`src/rtl/spi_req_arbiter_if.sv`:
```
// Request/SPI bundle between four requesters, the arbiter and the word serializer.
interface spi_req_arbiter_if;
   logic [3:0]  req;
   logic [63:0] wdata;
   logic [3:0]  ack;
   logic [3:0]  err;
   logic        grant_valid;
   logic [1:0]  grant_id;
   logic        spi_start;
   logic [15:0] spi_word;
   logic [1:0]  spi_sel;
   logic        spi_busy;
   logic        spi_done;

   modport slave (
      input  req, wdata, spi_busy, spi_done,
      output ack, err, grant_valid, grant_id, spi_start, spi_word, spi_sel
   );

   modport master (
      output req, wdata, spi_busy, spi_done,
      input  ack, err, grant_valid, grant_id, spi_start, spi_word, spi_sel
   );
endinterface

```
`src/rtl/spi_req_arbiter.sv`:
```
// Round-robin arbiter granting one of four requesters a single SPI word transfer,
// with a WAIT timeout and a fixed idle gap between grants.
module spi_req_arbiter #(
   parameter int TIMEOUT_CYC = 64,
   parameter int GAP_CYC     = 2
) (
   input  logic              clk,
   input  logic              rst,
   spi_req_arbiter_if.slave  bus
);

   typedef enum logic [2:0] {
      S_IDLE  = 3'd0,
      S_START = 3'd1,
      S_WAIT  = 3'd2,
      S_ACK   = 3'd3,
      S_GAP   = 3'd4
   } state_t;

   localparam logic [15:0] TO_LAST  = 16'(TIMEOUT_CYC - 1);
   localparam logic [15:0] GAP_LAST = 16'(GAP_CYC - 1);

   state_t      r_state, w_next;
   logic [1:0]  r_grant_id, r_last_grant;
   logic [15:0] r_spi_word, r_timer, r_gap_cnt;
   logic        r_err_flag;
   logic [1:0]  w_winner, w_cand;
   logic        w_found, w_any_req, w_timeout, w_gap_done;

   assign w_any_req  = |bus.req;
   assign w_timeout  = (r_timer == TO_LAST);
   assign w_gap_done = (r_gap_cnt == GAP_LAST);

   // Search starts just above the last grantee; k=4 wraps back to it last.
   always_comb begin
      w_winner = r_last_grant;
      w_cand   = r_last_grant;
      w_found  = 1'b0;
      for (int k = 1; k <= 4; k++) begin
         w_cand = r_last_grant + 2'(k);
         if (!w_found && bus.req[w_cand]) begin
            w_winner = w_cand;
            w_found  = 1'b1;
         end
      end
   end

   always_ff @(posedge clk or posedge rst) begin
      if (rst) r_state <= S_IDLE;
      else     r_state <= w_next;
   end

   always_comb begin
      w_next = r_state;
      case (r_state)
         S_IDLE:  if (w_any_req) w_next = S_START;
         S_START: if (!bus.spi_busy) w_next = S_WAIT;
         S_WAIT:  if (bus.spi_done || w_timeout) w_next = S_ACK;
         S_ACK:   w_next = (GAP_CYC > 0) ? S_GAP : S_IDLE;
         S_GAP:   if (w_gap_done) w_next = S_IDLE;
         default: w_next = S_IDLE;
      endcase
   end

   always_ff @(posedge clk or posedge rst) begin
      if (rst) begin
         r_grant_id   <= 2'd0;
         r_last_grant <= 2'd3;
         r_spi_word   <= 16'd0;
         r_timer      <= 16'd0;
         r_gap_cnt    <= 16'd0;
         r_err_flag   <= 1'b0;
      end else begin
         case (r_state)
            S_IDLE: if (w_any_req) begin
               r_grant_id <= w_winner;
               r_spi_word <= bus.wdata[{w_winner, 4'b0000} +: 16];
               r_err_flag <= 1'b0;
            end
            S_START: if (!bus.spi_busy) r_timer <= 16'd0;
            // spi_done is checked first so it wins over a coincident timeout.
            S_WAIT: begin
               if (bus.spi_done)   r_err_flag <= 1'b0;
               else if (w_timeout) r_err_flag <= 1'b1;
               else                r_timer    <= r_timer + 16'd1;
            end
            S_ACK: begin
               r_last_grant <= r_grant_id;
               r_gap_cnt    <= 16'd0;
            end
            S_GAP: if (!w_gap_done) r_gap_cnt <= r_gap_cnt + 16'd1;
            default: ;
         endcase
      end
   end

   // Decoded from state so that reset clears them without waiting for a clock.
   assign bus.ack         = (r_state == S_ACK) ? (4'b0001 << r_grant_id) : 4'b0000;
   assign bus.err         = bus.ack & {4{r_err_flag}};
   assign bus.grant_valid = (r_state == S_START) || (r_state == S_WAIT) || (r_state == S_ACK);
   assign bus.spi_start   = (r_state == S_START) && !bus.spi_busy;
   assign bus.grant_id    = r_grant_id;
   assign bus.spi_sel     = r_grant_id;
   assign bus.spi_word    = r_spi_word;

endmodule

```
`src/flat_wrapper.sv`:
```
// flat-port wrapper written by rule: the top's interface ports become plain ports
module spi_req_arbiter_flat 
#(
   parameter int TIMEOUT_CYC = 64,
   parameter int GAP_CYC     = 2
)
  (clk, rst, bus_req, bus_wdata, bus_spi_busy, bus_spi_done, bus_ack, bus_err, bus_grant_valid, bus_grant_id, bus_spi_start, bus_spi_word, bus_spi_sel);
  spi_req_arbiter_if bus_i ();
  input  logic clk;
  input  logic rst;
  input wire logic [$bits(bus_i.req)-1:0] bus_req;
  input wire logic [$bits(bus_i.wdata)-1:0] bus_wdata;
  input wire logic [$bits(bus_i.spi_busy)-1:0] bus_spi_busy;
  input wire logic [$bits(bus_i.spi_done)-1:0] bus_spi_done;
  output wire logic [$bits(bus_i.ack)-1:0] bus_ack;
  output wire logic [$bits(bus_i.err)-1:0] bus_err;
  output wire logic [$bits(bus_i.grant_valid)-1:0] bus_grant_valid;
  output wire logic [$bits(bus_i.grant_id)-1:0] bus_grant_id;
  output wire logic [$bits(bus_i.spi_start)-1:0] bus_spi_start;
  output wire logic [$bits(bus_i.spi_word)-1:0] bus_spi_word;
  output wire logic [$bits(bus_i.spi_sel)-1:0] bus_spi_sel;
  assign bus_i.req = bus_req;
  assign bus_i.wdata = bus_wdata;
  assign bus_i.spi_busy = bus_spi_busy;
  assign bus_i.spi_done = bus_spi_done;
  assign bus_ack = bus_i.ack;
  assign bus_err = bus_i.err;
  assign bus_grant_valid = bus_i.grant_valid;
  assign bus_grant_id = bus_i.grant_id;
  assign bus_spi_start = bus_i.spi_start;
  assign bus_spi_word = bus_i.spi_word;
  assign bus_spi_sel = bus_i.spi_sel;
  spi_req_arbiter #(.TIMEOUT_CYC(TIMEOUT_CYC), .GAP_CYC(GAP_CYC)) u_core (.clk(clk), .rst(rst), .bus(bus_i));
endmodule
```
`config.mk`:
```
export PLATFORM = sky130hd
export DESIGN_NAME = spi_req_arbiter_flat
export DESIGN_NICKNAME = d
export VERILOG_FILES = /design/src/rtl/spi_req_arbiter_if.sv /design/src/rtl/spi_req_arbiter.sv /design/src/flat_wrapper.sv
export SDC_FILE = /design/constraint.sdc
export NUM_CORES = 1
export LEC_CHECK = 0
export ABC_AREA = 1
export CORE_MARGIN = 2
export CORE_UTILIZATION = 50
export DETAILED_ROUTE_END_ITERATION = 10
export DONT_BUFFER_PORTS = 1
export GPL_ROUTABILITY_DRIVEN = 0
export MAX_ROUTING_LAYER = met4
export SLEW_MARGIN = 20
export SYNTH_ARGS = -nofsm -noshare
export SYNTH_HDL_FRONTEND = slang
export SYNTH_SLANG_ARGS = --single-unit
```
`constraint.sdc`:
```
create_clock -name clk -period 4.1 [get_ports clk]
set_input_delay 0.41 -clock clk [delete_from_list [all_inputs] [get_ports clk]]
set_output_delay 0.41 -clock clk [all_outputs]
set_load 0.05 [all_outputs]
```
==> run summary <==
The post-place instance area is 4020 um2. The placeable core region is ~7600 um2. The area share of the largest cell type after synthesis came out at 34.5%. The final hold violation count is 0. The maximum vdd ir drop came out at about 0.26 mV. The data required time at the worst endpoint came out at about 3.7 ns. The internal power of the cells totals roughly 1300 uW. The power density normalized to cell area is 766 nW/um2. The first routing iteration left roughly 230 violations. The clock transition at the register clock pins on the worst setup and hold paths after CTS is 0.11 ns.

Counting cells, the worst reg-to-reg path comes to 13. The hold-fix buffer count after cts came out at 0. The fmax came out at 0.362 GHz. The final layout contains about 630 nets. The critical-path cell with the highest stage delay is sky130_fd_sc_hd__dfrtp_1. The flow ran to the end, and the final reports show no timing, DRC or antenna violations.

The share of layout cells above drive strength 1 is under 10%. Yosys printed 0 warnings. The period utilization came out at between 60% and 70%.

The floorplan step set the die height to around 93 um. The number of enable flip-flop cells after synthesis came out at 0. The filler cell count in the final layout is around 760.

The synthesized netlist devotes approximately 7% of its cell area to compound gates. The worst slew margin relative to its limit is a little over a quarter. The detailed placer's ending HPWL is 6.98 mm.

The number of cells produced by synthesis is around 560. The mux share of post-synthesis cell area came out at 0%. In this run the worst setup path terminates at bus_err[3]. After synthesis, the largest family of logic cells by area is simple AND/OR/NAND/NOR gates.

The cell area after layout is between 4000 and 5000 um2. For flop-to-flop paths, the worst setup slack is 1.42 ns. The overall die width came out at ~93 um. At the pin with the least slew margin, the transition time is about 1.1 ns. 0 antenna diodes ended up in the layout.

The startpoint class of the critical path is a flop. The clock period could shrink to about 2.8 ns. The detailed-route via count came out at approximately 3.7k.

The final count of pins violating max slew is 0. The leakage power total is roughly 0.0019 uW. The number of instances in the placed design is between 600 and 700. The synthesized netlist devotes about 4.5% of its cell area to XOR and XNOR gates. The maximum fanout along the worst path came out at 7.

The top-level port count is between 100 and 150. The arrival time at the worst endpoint came out at ~2.4 ns. The residual antenna-violating net count after detailed routing came out at 0.

The share of the Yosys chip area taken by registers is between 30 and 40%. The number of sinks on the clock net came out at 56. The share of synthesized cell area in and, or, nand and nor gates came out at around 43%.

Counting the buffers created by CTS gives 5. The effective utilization at floorplan is around half. In this run, post-CTS repair resized a total of 0 instances. The number of max-cap violations is 0. The number of input and output port buffers inserted is 0. OpenSTA, run right after detailed placement, puts the worst setup slack at 1.47 ns.

The total grt overflow is 0. The number of global-route vias before repair came out at ~3.2k. In this run the power spent charging and discharging nets is 1870 uW. Setup repair after global routing left no endpoint under its margin.

The die covers about 8600 um2. The CTS H-tree depth came out at 2. Dividing the detail-routed wire length by the instance count gives approximately 14 um. The capturing element type of the critical path is a primary output. The min-delay analysis places its worst path in the category input pin to async pin. Of all cell types, the one taking the most synthesized area is sky130_fd_sc_hd__dfrtp_1. The post-synthesis instance area came out at 3920 um2. The signed area change from the synthesized netlist to the final layout is 4.85%. The most frequently used flop master after synthesis is sky130_fd_sc_hd__dfrtp_1. The maximum clock path buffer count is 2. On the worst path, the slowest cell contributes a delay of 1.09 ns. The number of search-and-repair iterations in the first detailed-routing pass came out at 4. After layout, the design draws a total of 3150 uW. The worst register-to-register path ends at u_core.bus.spi_word[6]. Counting flops and latches in the post-synthesis netlist gives 56. The count of final setup violators came out at 0.

The overall routed net length is 9.59 mm. Across every metal layer, demand over resource in global routing totals between 20% and 30%. The launch point of the worst reg-to-reg path is u_core.r_last_grant[0]. Across the routed clock network, the largest skew measured is approximately 0.014 ns.

In the post-synthesis netlist, the cell with the most instances is sky130_fd_sc_hd__nand2_1. In the routed layout, each cell is associated on average with a via count of approximately 5.5. The setup path with the least slack is of type flop to primary output. The count of distinct cell types in the synthesized netlist is 34. The critical path goes through inv_1 > nor4_2 > buf_4. The final non-filler cell total came out at roughly 660.

The share of flip-flops with an asynchronous set or reset came out at between 90% and 100%. The clock share of power came out at about 10%. When the netlist entered floorplanning its net count stood at 639. The average size of a mapped cell came out at approximately 7.0 um2. Row generation in the floorplan step produced 32 rows. The total DRC errors in the routed layout is 0. The pin count of the biggest net entering global routing is 57. Yosys attributes the largest share of cell area to sky130_fd_sc_hd__dfrtp_1 34%, sky130_fd_sc_hd__nand2_1 16%, sky130_fd_sc_hd__nand3_1 12%. In this run the worst setup path begins at u_core.bus.grant_id[0]. The proportion of power drawn by flip-flops and latches is about 37%.

The post-CTS repair timing setup buffer count is 0. The synthesized netlist devotes less than 1% of its cell area to adder and majority cells. The first-pass GRT wire length came out at about 15 mm. The later-pin clock latency in the skew report is approximately 0.32 ns.

CTS placed an instance of sky130_fd_sc_hd__clkbuf_8 at the clock tree root. Setup total negative slack on the finished layout was measured at 0 ns. The initial antenna violation count came out at 0. The part of the power in combinational logic is 53.6%.

The CTS tree is yes. The proportion of total power due to net switching came out at between 50 and 60%. Once routing completed, OpenROAD measured the worst setup slack at about 1.3 ns. After synthesis, the most frequently instantiated cells are 169 x sky130_fd_sc_hd__nand2_1, 93 x sky130_fd_sc_hd__nand3_1, 54 x sky130_fd_sc_hd__dfrtp_1, 52 x sky130_fd_sc_hd__inv_1, 27 x sky130_fd_sc_hd__nor2_1.
final cells by class:
| type | instances | area [um2] | area share, % |
|---|---|---|---|
| Inverter | 57 | 216 | 5.27 |
| Sequential cell | 56 | 1400 | 34.2 |
| Multi-Input combinational cell | 429 | 2200 | 53.5 |
| Clock inverter | 3 | 21.3 | 0.518 |
| Tap cell | 102 | 128 | 3.11 |
| Timing Repair Buffer | 10 | 75.1 | 1.83 |
| Clock buffer | 5 | 68.8 | 1.67 |
logic make-up after synthesis:
family,Yosys count
and+or+nand+nor,360
adders and majority gates,3
DFF,56
AOI/OAI and AO/OA,46
xor gates and xnor gates,20
buffers and inverters,79
worst min-delay path by stage:
stage                        from                      to  slack (ns)  depth (start not counted)
2_1_floorplan  u_core.r_timer[15]      u_core.r_timer[15]        0.49                          2
3_5_place_dp   u_core.r_timer[15]      u_core.r_timer[15]        0.53                          2
3_3_place_gp   u_core.r_timer[15]      u_core.r_timer[15]        0.52                          2
4_1_cts                       rst  u_core.bus.spi_word[6]        0.19                          2
6_report                      rst  u_core.bus.spi_word[6]        0.16                          2
5_1_grt              bus_spi_busy       u_core.r_state[0]        0.20                          2
sequential cells by signal, indices dropped and copies added, names as in the netlist:
| signal | count |
|---|---|
| u_core.r_err_flag | 1 |
| u_core.bus.spi_word | 16 |
| u_core.bus.grant_id | 2 |
| u_core.r_state | 3 |
| u_core.r_last_grant | 2 |
| u_core.r_gap_cnt | 16 |
| u_core.r_timer | 16 |
routing by layer:
layer	track usage, %	wire length [um]
met5	-	0
met4	5.47	99
met3	3.42	561
met2	37.8	4670
met1	29.2	4260
stage by stage:
step	hold slack [ns]	utilization [%]
detailed placement	0.529	52.6
floorplan	0.493	-
finish	0.158	53.7
global route	0.200	53.7
CTS	0.190	53.7
global placement	0.520	52.6
cells in the final DEF (no fill, tap or decap), types with 7 or more instances in the layout:
cell type	count
sky130_fd_sc_hd__nand2_1	169
sky130_fd_sc_hd__nand3_1	93
sky130_fd_sc_hd__dfrtp_1	54
sky130_fd_sc_hd__inv_1	51
sky130_fd_sc_hd__nor2_1	27
sky130_fd_sc_hd__o21ai_0	21
sky130_fd_sc_hd__xor2_1	19
sky130_fd_sc_hd__nand3b_1	19
sky130_fd_sc_hd__nor3_1	13
sky130_fd_sc_hd__buf_4	10
sky130_fd_sc_hd__o31ai_1	9
sky130_fd_sc_hd__nand2_2	9
sky130_fd_sc_hd__nand4_1	8
sky130_fd_sc_hd__o22ai_1	8
sky130_fd_sc_hd__nor4_1	7
power by group through the flow:
stage	registers [uW]	logic [uW]	clock network, uW
2_1_floorplan	1110	1470	0
3_3_place_gp	1160	1660	0
3_5_place_dp	1160	1680	0
4_1_cts	1150	1690	331
5_1_grt	1170	1900	351
6_report	1150	1690	314
worst max-delay path, delay by kind of cell (launching register included):
family | cells | cell delay [ns]
buffers and inverters | 2 | 0.59
and+or+nand+nor | 1 | 0.35
DFF | 1 | 1.09
(Power assumes the default switching activity.)
